--- config.mk ---
export PLATFORM = sky130hd
export DESIGN_NAME = adc_readout_accumulator
export DESIGN_NICKNAME = d
export VERILOG_FILES = /design/src/rtl/adc_readout_accumulator.sv
export SDC_FILE = /design/constraint.sdc
export NUM_CORES = 2
export LEC_CHECK = 0
export CORE_MARGIN = 3
export CORE_UTILIZATION = 59
export CTS_BUF_LIST = sky130_fd_sc_hd__clkbuf_16
export CTS_CLUSTER_DIAMETER = 80
export DETAILED_ROUTE_END_ITERATION = 6
export PLACE_DENSITY = 0.86
export REMOVE_ABC_BUFFERS = 1
export SLEW_MARGIN = 20
export SYNTH_ARGS = -nofsm -noshare
export SYNTH_HDL_FRONTEND = slang
export SYNTH_SLANG_ARGS = --single-unit
--- constraint.sdc ---
create_clock -name CLK -period 10.05 [get_ports CLK]
set_input_delay 1.5075 -clock CLK [delete_from_list [all_inputs] [get_ports CLK]]
set_output_delay 1.5075 -clock CLK [all_outputs]
set_load 0.01 [all_outputs]
--- src/rtl/adc_readout_accumulator.sv ---
// Per-lane popcount accumulation of ADC thermometer codes over a programmed sample
// count, followed by packing of the per-lane sums into output FIFO words.
module adc_readout_accumulator #(
  parameter int NUM_ADC         = 32,
  parameter int ADC_WIDTH_THERM = 15,
  parameter int ADC_WIDTH       = 4,
  parameter int PHD_ACC_WIDTH   = 16,
  parameter int DATAOUT_WIDTH   = 64
) (
  input  logic                               CLK,
  input  logic                               reset,
  input  logic                               start,
  input  logic [7:0]                         num_samples,
  input  logic                               adc_valid,
  input  logic [NUM_ADC*ADC_WIDTH_THERM-1:0] ADCOUT_THERM,
  output logic                               busy,
  output logic                               done,
  output logic                               bubble_err,
  output logic                               overrun_err,
  output logic                               push_n_oFIFO_ext,
  input  logic                               full_oFIFO_ext,
  output logic [DATAOUT_WIDTH-1:0]           din_oFIFO_ext
);

  localparam int ACC_PER_WORD = DATAOUT_WIDTH / PHD_ACC_WIDTH;
  localparam int NUM_WORDS    = NUM_ADC * PHD_ACC_WIDTH / DATAOUT_WIDTH;
  localparam int IDX_W        = (NUM_WORDS > 1) ? $clog2(NUM_WORDS) : 1;
  localparam int LANE_W       = (NUM_ADC > 1) ? $clog2(NUM_ADC) : 1;
  localparam logic [IDX_W-1:0] LAST_IDX = IDX_W'(NUM_WORDS - 1);

  typedef enum logic [1:0] {
    IDLE  = 2'd0,
    ACCUM = 2'd1,
    DRAIN = 2'd2
  } state_t;

  state_t                   state;
  state_t                   next_state;
  logic [8:0]               count;
  logic [8:0]               target;
  logic [IDX_W-1:0]         index;
  logic                     push;
  logic                     last_sample;
  logic                     any_bubble;
  logic [ADC_WIDTH-1:0]     sample [NUM_ADC];
  logic [PHD_ACC_WIDTH-1:0] acc    [NUM_ADC];

  function automatic logic [ADC_WIDTH-1:0] therm_to_count(
    input logic [ADC_WIDTH_THERM-1:0] code
  );
    logic [ADC_WIDTH-1:0] cnt;
    cnt = '0;
    for (int b = 0; b < ADC_WIDTH_THERM; b++) begin
      cnt = cnt + ADC_WIDTH'(code[b]);
    end
    return cnt;
  endfunction

  // A legal code is 2^k-1: adding one clears every set bit.
  function automatic logic therm_is_bubbled(
    input logic [ADC_WIDTH_THERM-1:0] code
  );
    logic [ADC_WIDTH_THERM-1:0] nxt;
    nxt = code + 1'b1;
    return (code & nxt) != '0;
  endfunction

  function automatic logic [PHD_ACC_WIDTH-1:0] sat_add(
    input logic [PHD_ACC_WIDTH-1:0] a,
    input logic [ADC_WIDTH-1:0]     v
  );
    logic [PHD_ACC_WIDTH:0] sum;
    sum = {1'b0, a} + (PHD_ACC_WIDTH + 1)'(v);
    return sum[PHD_ACC_WIDTH] ? '1 : sum[PHD_ACC_WIDTH-1:0];
  endfunction

  always_comb begin
    any_bubble = 1'b0;
    for (int i = 0; i < NUM_ADC; i++) begin
      sample[i]  = therm_to_count(ADCOUT_THERM[i*ADC_WIDTH_THERM +: ADC_WIDTH_THERM]);
      any_bubble = any_bubble | therm_is_bubbled(ADCOUT_THERM[i*ADC_WIDTH_THERM +: ADC_WIDTH_THERM]);
    end
  end

  assign last_sample = adc_valid && ((count + 9'd1) == target);

  always_comb begin
    next_state = state;
    push       = 1'b0;
    case (state)
      IDLE:    if (start) next_state = ACCUM;
      ACCUM:   if (last_sample) next_state = DRAIN;
      DRAIN: begin
        push = !full_oFIFO_ext;
        if (push && (index == LAST_IDX)) next_state = IDLE;
      end
      default: next_state = IDLE;
    endcase
  end

  assign push_n_oFIFO_ext = !push;
  assign busy             = (state == ACCUM) || (state == DRAIN);

  always_ff @(posedge CLK) begin
    if (!reset) begin
      state       <= IDLE;
      count       <= '0;
      target      <= '0;
      index       <= '0;
      done        <= 1'b0;
      bubble_err  <= 1'b0;
      overrun_err <= 1'b0;
    end else begin
      state <= next_state;
      done  <= (state == DRAIN) && push && (index == LAST_IDX);
      case (state)
        IDLE: begin
          if (start) begin
            count       <= '0;
            target      <= (num_samples == 8'd0) ? 9'd256 : {1'b0, num_samples};
            index       <= '0;
            bubble_err  <= 1'b0;
            overrun_err <= 1'b0;
          end
        end
        ACCUM: begin
          if (adc_valid) begin
            count <= count + 9'd1;
            if (any_bubble) bubble_err <= 1'b1;
            if (last_sample) index <= '0;
          end
        end
        DRAIN: begin
          if (push) index <= (index == LAST_IDX) ? '0 : index + 1'b1;
          // Late samples are dropped but still screened for bubbles.
          if (adc_valid) begin
            overrun_err <= 1'b1;
            if (any_bubble) bubble_err <= 1'b1;
          end
        end
        default: ;
      endcase
    end
  end

  always_ff @(posedge CLK) begin
    if (!reset) begin
      for (int i = 0; i < NUM_ADC; i++) acc[i] <= '0;
    end else if ((state == IDLE) && start) begin
      for (int i = 0; i < NUM_ADC; i++) acc[i] <= '0;
    end else if ((state == ACCUM) && adc_valid) begin
      for (int i = 0; i < NUM_ADC; i++) acc[i] <= sat_add(acc[i], sample[i]);
    end
  end

  always_comb begin
    din_oFIFO_ext = '0;
    for (int j = 0; j < ACC_PER_WORD; j++) begin
      din_oFIFO_ext[j*PHD_ACC_WIDTH +: PHD_ACC_WIDTH] =
        acc[LANE_W'(int'(index) * ACC_PER_WORD + j)];
    end
  end

endmodule

=== Word-level counts from Yosys, hierarchy flattened ===
Memory sizes are Yosys's and may differ from the RTL's. A register that Yosys moved wholly into a read port is not among the register bits.
Cells that the tools add are included.

* Bits in registers: 26
* Memory bits (writable): 512
* Bits of input ports: 493
* Memories: 1

{| class="wikitable"
|+ Memories
! memory !! words !! width !! read ports !! clocked after Yosys merged registers in !! write ports !! line !! RTL
|-
| acc || 32 || 16 || 36 || 1 || 32 || 46 || <nowiki>logic [PHD_ACC_WIDTH-1:0] acc [NUM_ADC];</nowiki>
|}

* $add $sub $neg: 517
* Eq/ne operators: 12
* Multiplexer cells: 127
* Bitwise gates (word level): 127
* Reduce and logical (&&, ||, !) cells: 54

{| class="wikitable"
|+ Operators with widths
! cell !! count
|-
| two-way mux 16 bit || 96
|-
| adder 4 x 1 -> 4 bit || 352
|-
| adder 16 x 4 -> 17 bit || 32
|-
| adder 15 x 1 -> 15 bit, second input constant || 32
|-
| AND 15 bit || 32
|-
| nonzero test 15 bit || 32
|-
| adder 3 x 1 -> 4 bit || 32
|-
| adder 2 x 1 -> 3 bit || 32
|-
| OR 1 bit || 95
|-
| adder 1 x 1 -> 2 bit || 32
|-
| two-way mux 9 bit || 3
|-
| one-hot mux 9 bit (2 select lines) || 1
|-
| two-way mux 3 bit || 5
|-
| two-way mux 1 bit || 13
|-
| inequality test 2 bit, second input constant || 6
|-
| adder 5 x 2 -> 5 bit, second input constant || 2
|-
| two-way mux 5 bit || 2
|-
| adder 9 x 1 -> 9 bit, second input constant || 1
|-
| equality test 9 bit || 1
|-
| one-hot mux 3 bit (3 select lines) || 1
|-
| AND reduction 3 bit || 3
|-
| zero test 8 bit || 1
|-
| logical AND 1 bit || 6
|-
| two-way mux 2 bit || 3
|-
| other kinds (17) || 22
|}

=== Depth between registers and ports, before layout ===
* Depth after elaboration: 37
* Depth in mapped cells: 20
* Depth with buffers taken out: 18

=== Worst setup path after synthesis ===
Ideal clock, no wire load.

* Kind: input-to-reg
* From: input start
* To: memory acc[10][0] (enable)
* Library setup time: 1.842 ns
* Arrival time: 6.011 ns
* Path slack: 2.197 ns
* Stages: 4
* Buffers on the path: 0
* Path through: and2_1 nor2_1 nor2_1 nand2_1

{| class="wikitable"
|+ RTL lines
! what !! line !! RTL
|-
| start, declared || 12 || <nowiki>input logic start,</nowiki>
|-
| end, declared || 46 ||
|}

==> impl_metrics.json <==
{
  "arrival_ps": 7170,
  "io_buffer_count": 561,
  "clock_latency_ps": 660,
  "ant_nets": 0,
  "avgSynthCellArea_um2": 9.94,
  "fp.coreArea_um2": 84200,
  "fin_crit_sh_pct": 66.6,
  "synth-main-ff-cell": "edfxtp_1",
  "grt_usage_pct": 47.5,
  "vias": 45885,
  "powerDensity_nw_per_um2": 202,
  "synth-edff-count": 496,
  "report.final.slew_viol_count": 0,
  "outcome": "finished, violations left",
  "max_freq_ghz": 0.149,
  "power.leakage_nw": 24.2,
  "violations": "design-rule violations",
  "die_h_um": 299,
  "htree_levels": 3,
  "drive_gt1_share_pct": 6.67,
  "whs_ps": 474,
  "layout.nets": 6806,
  "max_cap_violations": 0,
  "skew_ps": 29.7,
  "ys_top_cells_by_area": "edfxtp_1, fa_1, ha_1",
  "grt_start_max_net_pins": 216,
  "grt_pass1_wl_um": 304000,
  "num_rows": 106,
  "grt-ovfl-total": 0,
  "post_drt_wl_per_cell_um": 31.3,
  "routed_via_density": 6.70,
  "synth.largest_area_cell": "edfxtp_1",
  "cpPeakStageDelay_ps": 820,
  "holdPathStages": 2,
  "grt_pass1_vias": 44997,
  "initial_core_util_pct": 60.0,
  "numCtsBuffers": 68,
  "end_kind": "flop",
  "worstPathCellList": "clkdlybuf4s50_1, fa_1, fa_1, inv_1, fa_1, fa_1, inv_1, ha_1, inv_1, fa_1, inv_1, a21oi_1, o21ai_0, and2_1, o2111ai_1, nor2_1, nand3_1, and4_1, nor3_1",
  "muxShareOfSynthArea_pct": 7.89,
  "synthCells": 5082,
  "crit_slowest_cell": "clkdlybuf4s50_1",
  "relSlewSlack_pct": 6.82,
  "antenna_found_initial": 90,
  "cts.sinks": 541,
  "power_mw": 12.1,
  "firstDrtPassIters": 7,
  "crit_top_cell": "fa_1",
  "hold_class": "reg -> reg",
  "worstHoldStart": "target[0]",
  "clkTransAtPathRegs_ps": 60,
  "cts_setup_buffers": 0,
  "max-vdd-ir-drop_mv": 0.183,
  "cp_max_fo": 13,
  "place.gp.congestion": 1.11,
  "r2r_cells": 18,
  "start_kind": "input port",
  "yosys.area_share.simple_pct": 13.1,
  "cts_buffer_depth": 3,
  "placed_area_um2": 57300,
  "crit_start": "ADCOUT_THERM[463]",
  "ys_ff_latch": 541,
  "dieArea_um2": 89100,
  "routed_wl_um": 215000,
  "cp.depth": 19,
  "rsz0062_at_grt": "false",
  "ctsHoldBuffers": 0,
  "pin_count": 562,
  "dp.cells": 6664,
  "path_class": "in -> reg",
  "drtIter0Drc": 6864,
  "synth_warnings": 0,
  "crit_family": "adder cells",
  "worst_ep_required_time_ps": 10520,
  "synthArstFlopShare_pct": 0,
  "die_x_um": 299,
  "hpwl_um": 175000,
  "synth_cell_types": 82,
  "synth-seq-area-share_pct": 31.3,
  "drcViolationCount": 11,
  "cts_tree": "yes",
  "design_area_um2": 59700,
  "r2r_start": "acc[15][0]",
  "tightest_slew_ps": 1390,
  "synth_compound_area_share_pct": 12.6,
  "synth_fa_ha_area_share_pct": 22.9,
  "stdcell_count": 6853,
  "setup_viol": 0,
  "netlist_area_um2": 50500,
  "netlist.area_leader.share_pct": 29.5,
  "synth_top_family_by_area": "adder cells",
  "fin_crit_ps": 6700,
  "cts_resized": 0,
  "root_buffer": "clkbuf_16",
  "hold_viol": 0,
  "synthXorXnorAreaFrac_pct": 5.60,
  "worstPathBufferInverterCount": 5,
  "area_growth_pct": 18.3
}
-- cell usage in the layout (no fill, tap or decap), types with 161 or more instances in the layout --
cell / count
xor2_1: 162
edfxtp_1: 496
fa_1: 352
nand3_1: 247
inv_1: 760
xnor2_1: 161
ha_1: 360
nand2_1: 313
nor2_1: 219
clkdlybuf4s50_1: 561
o21ai_0: 194
a21oi_1: 563
-- cell usage after synthesis (all sizes together) (13+ instances only) --
library cell / count
a31oi: 28
nand3: 247
nor4: 30
nor2: 221
or4: 15
and2: 15
dfxtp: 45
o41ai: 14
o21a: 17
ha: 360
nand2b: 30
a211oi: 15
a221oi: 14
o2111ai: 25
xnor2: 161
inv: 757
or3: 18
o22ai: 26
or2: 25
a22oi: 18
a21oi: 563
xor2: 162
and4: 25
nor3: 83
mux4: 128
a22o: 13
a21o: 39
nor4b: 13
nor3b: 21
nand4: 129
mux2: 65
mux2i: 37
edfxtp: 496
o31ai: 20
nor2b: 32
clkbuf: 125
buf: 15
o21ai: 206
nand2: 316
fa: 352
and3: 46
-- worst min-delay path, cell delays in order, from the launching register on --
cell	delay, ps
dfxtp_1	320
nand2_1	60
a21oi_1	50
-- sequential cells by signal, summed over array words and instances (netlist names), named ones only --
| signal | count |
|---|---|
| acc | 512 |
| count | 9 |
| state | 2 |
| overrun_err | 1 |
| target | 9 |
| bubble_err | 1 |
| index | 3 |
| done | 1 |
-- area by class of cell --
type                    count  area, um^2
flip-flops and latches    541       15800
multi-input cells        3644       31400
clock buffers              70        1750
well taps                1134        1420
clock inverters            53         541
repair buffers            589        5850
inverters                 757        2840
diodes                     65         163
fillers                  6251       24500
-- cells by family after synthesis --
group / Yosys count
DFF: 541
adders and majority gates: 712
and+or+nand+nor: 1298
AOI/OAI and AO/OA: 1081
xor gates and xnor gates: 323
muxes: 230
buffers and inverters: 897
-- report_power, final --
| group | internal (mW) | switching (mW) |
|---|---|---|
| combinational | 2.57 | 3.33 |
| clock | 1.47 | 1.12 |
| sequential | 3.02 | 0.540 |
| total | 7.06 | 4.99 |
-- per-stage QoR --
step,TNS [ps],setup slack [ps],util [%]
2_1_floorplan,-6700,-167,-
3_3_place_gp,0,2890,68.0
3_5_place_dp,0,2830,68.0
4_1_cts,0,3460,70.7
5_1_grt,0,2910,70.8
6_report,0,3350,70.9
-- layer usage --
layer  global-route usage [%]  vias up  wire [um]  part of all wire (%)
met4                     28.9       58      16100                   7.5
met1                     58.2    22212      73600                    34
li1                         -    19250          -                     -
met5                        0        -        382                  0.18
met2                     67.5     3553      88500                    41
met3                     22.9      812      36000                    17
-- final timing paths --
| check | to | slack (ps) |
|---|---|---|
| min reg2reg | target[0] | 470 |
| max | acc[30][13] | 3350 |
| max reg2reg | acc[15][13] | 4520 |
| min | target[0] | 470 |
Power figures use the tool's default switching activity.
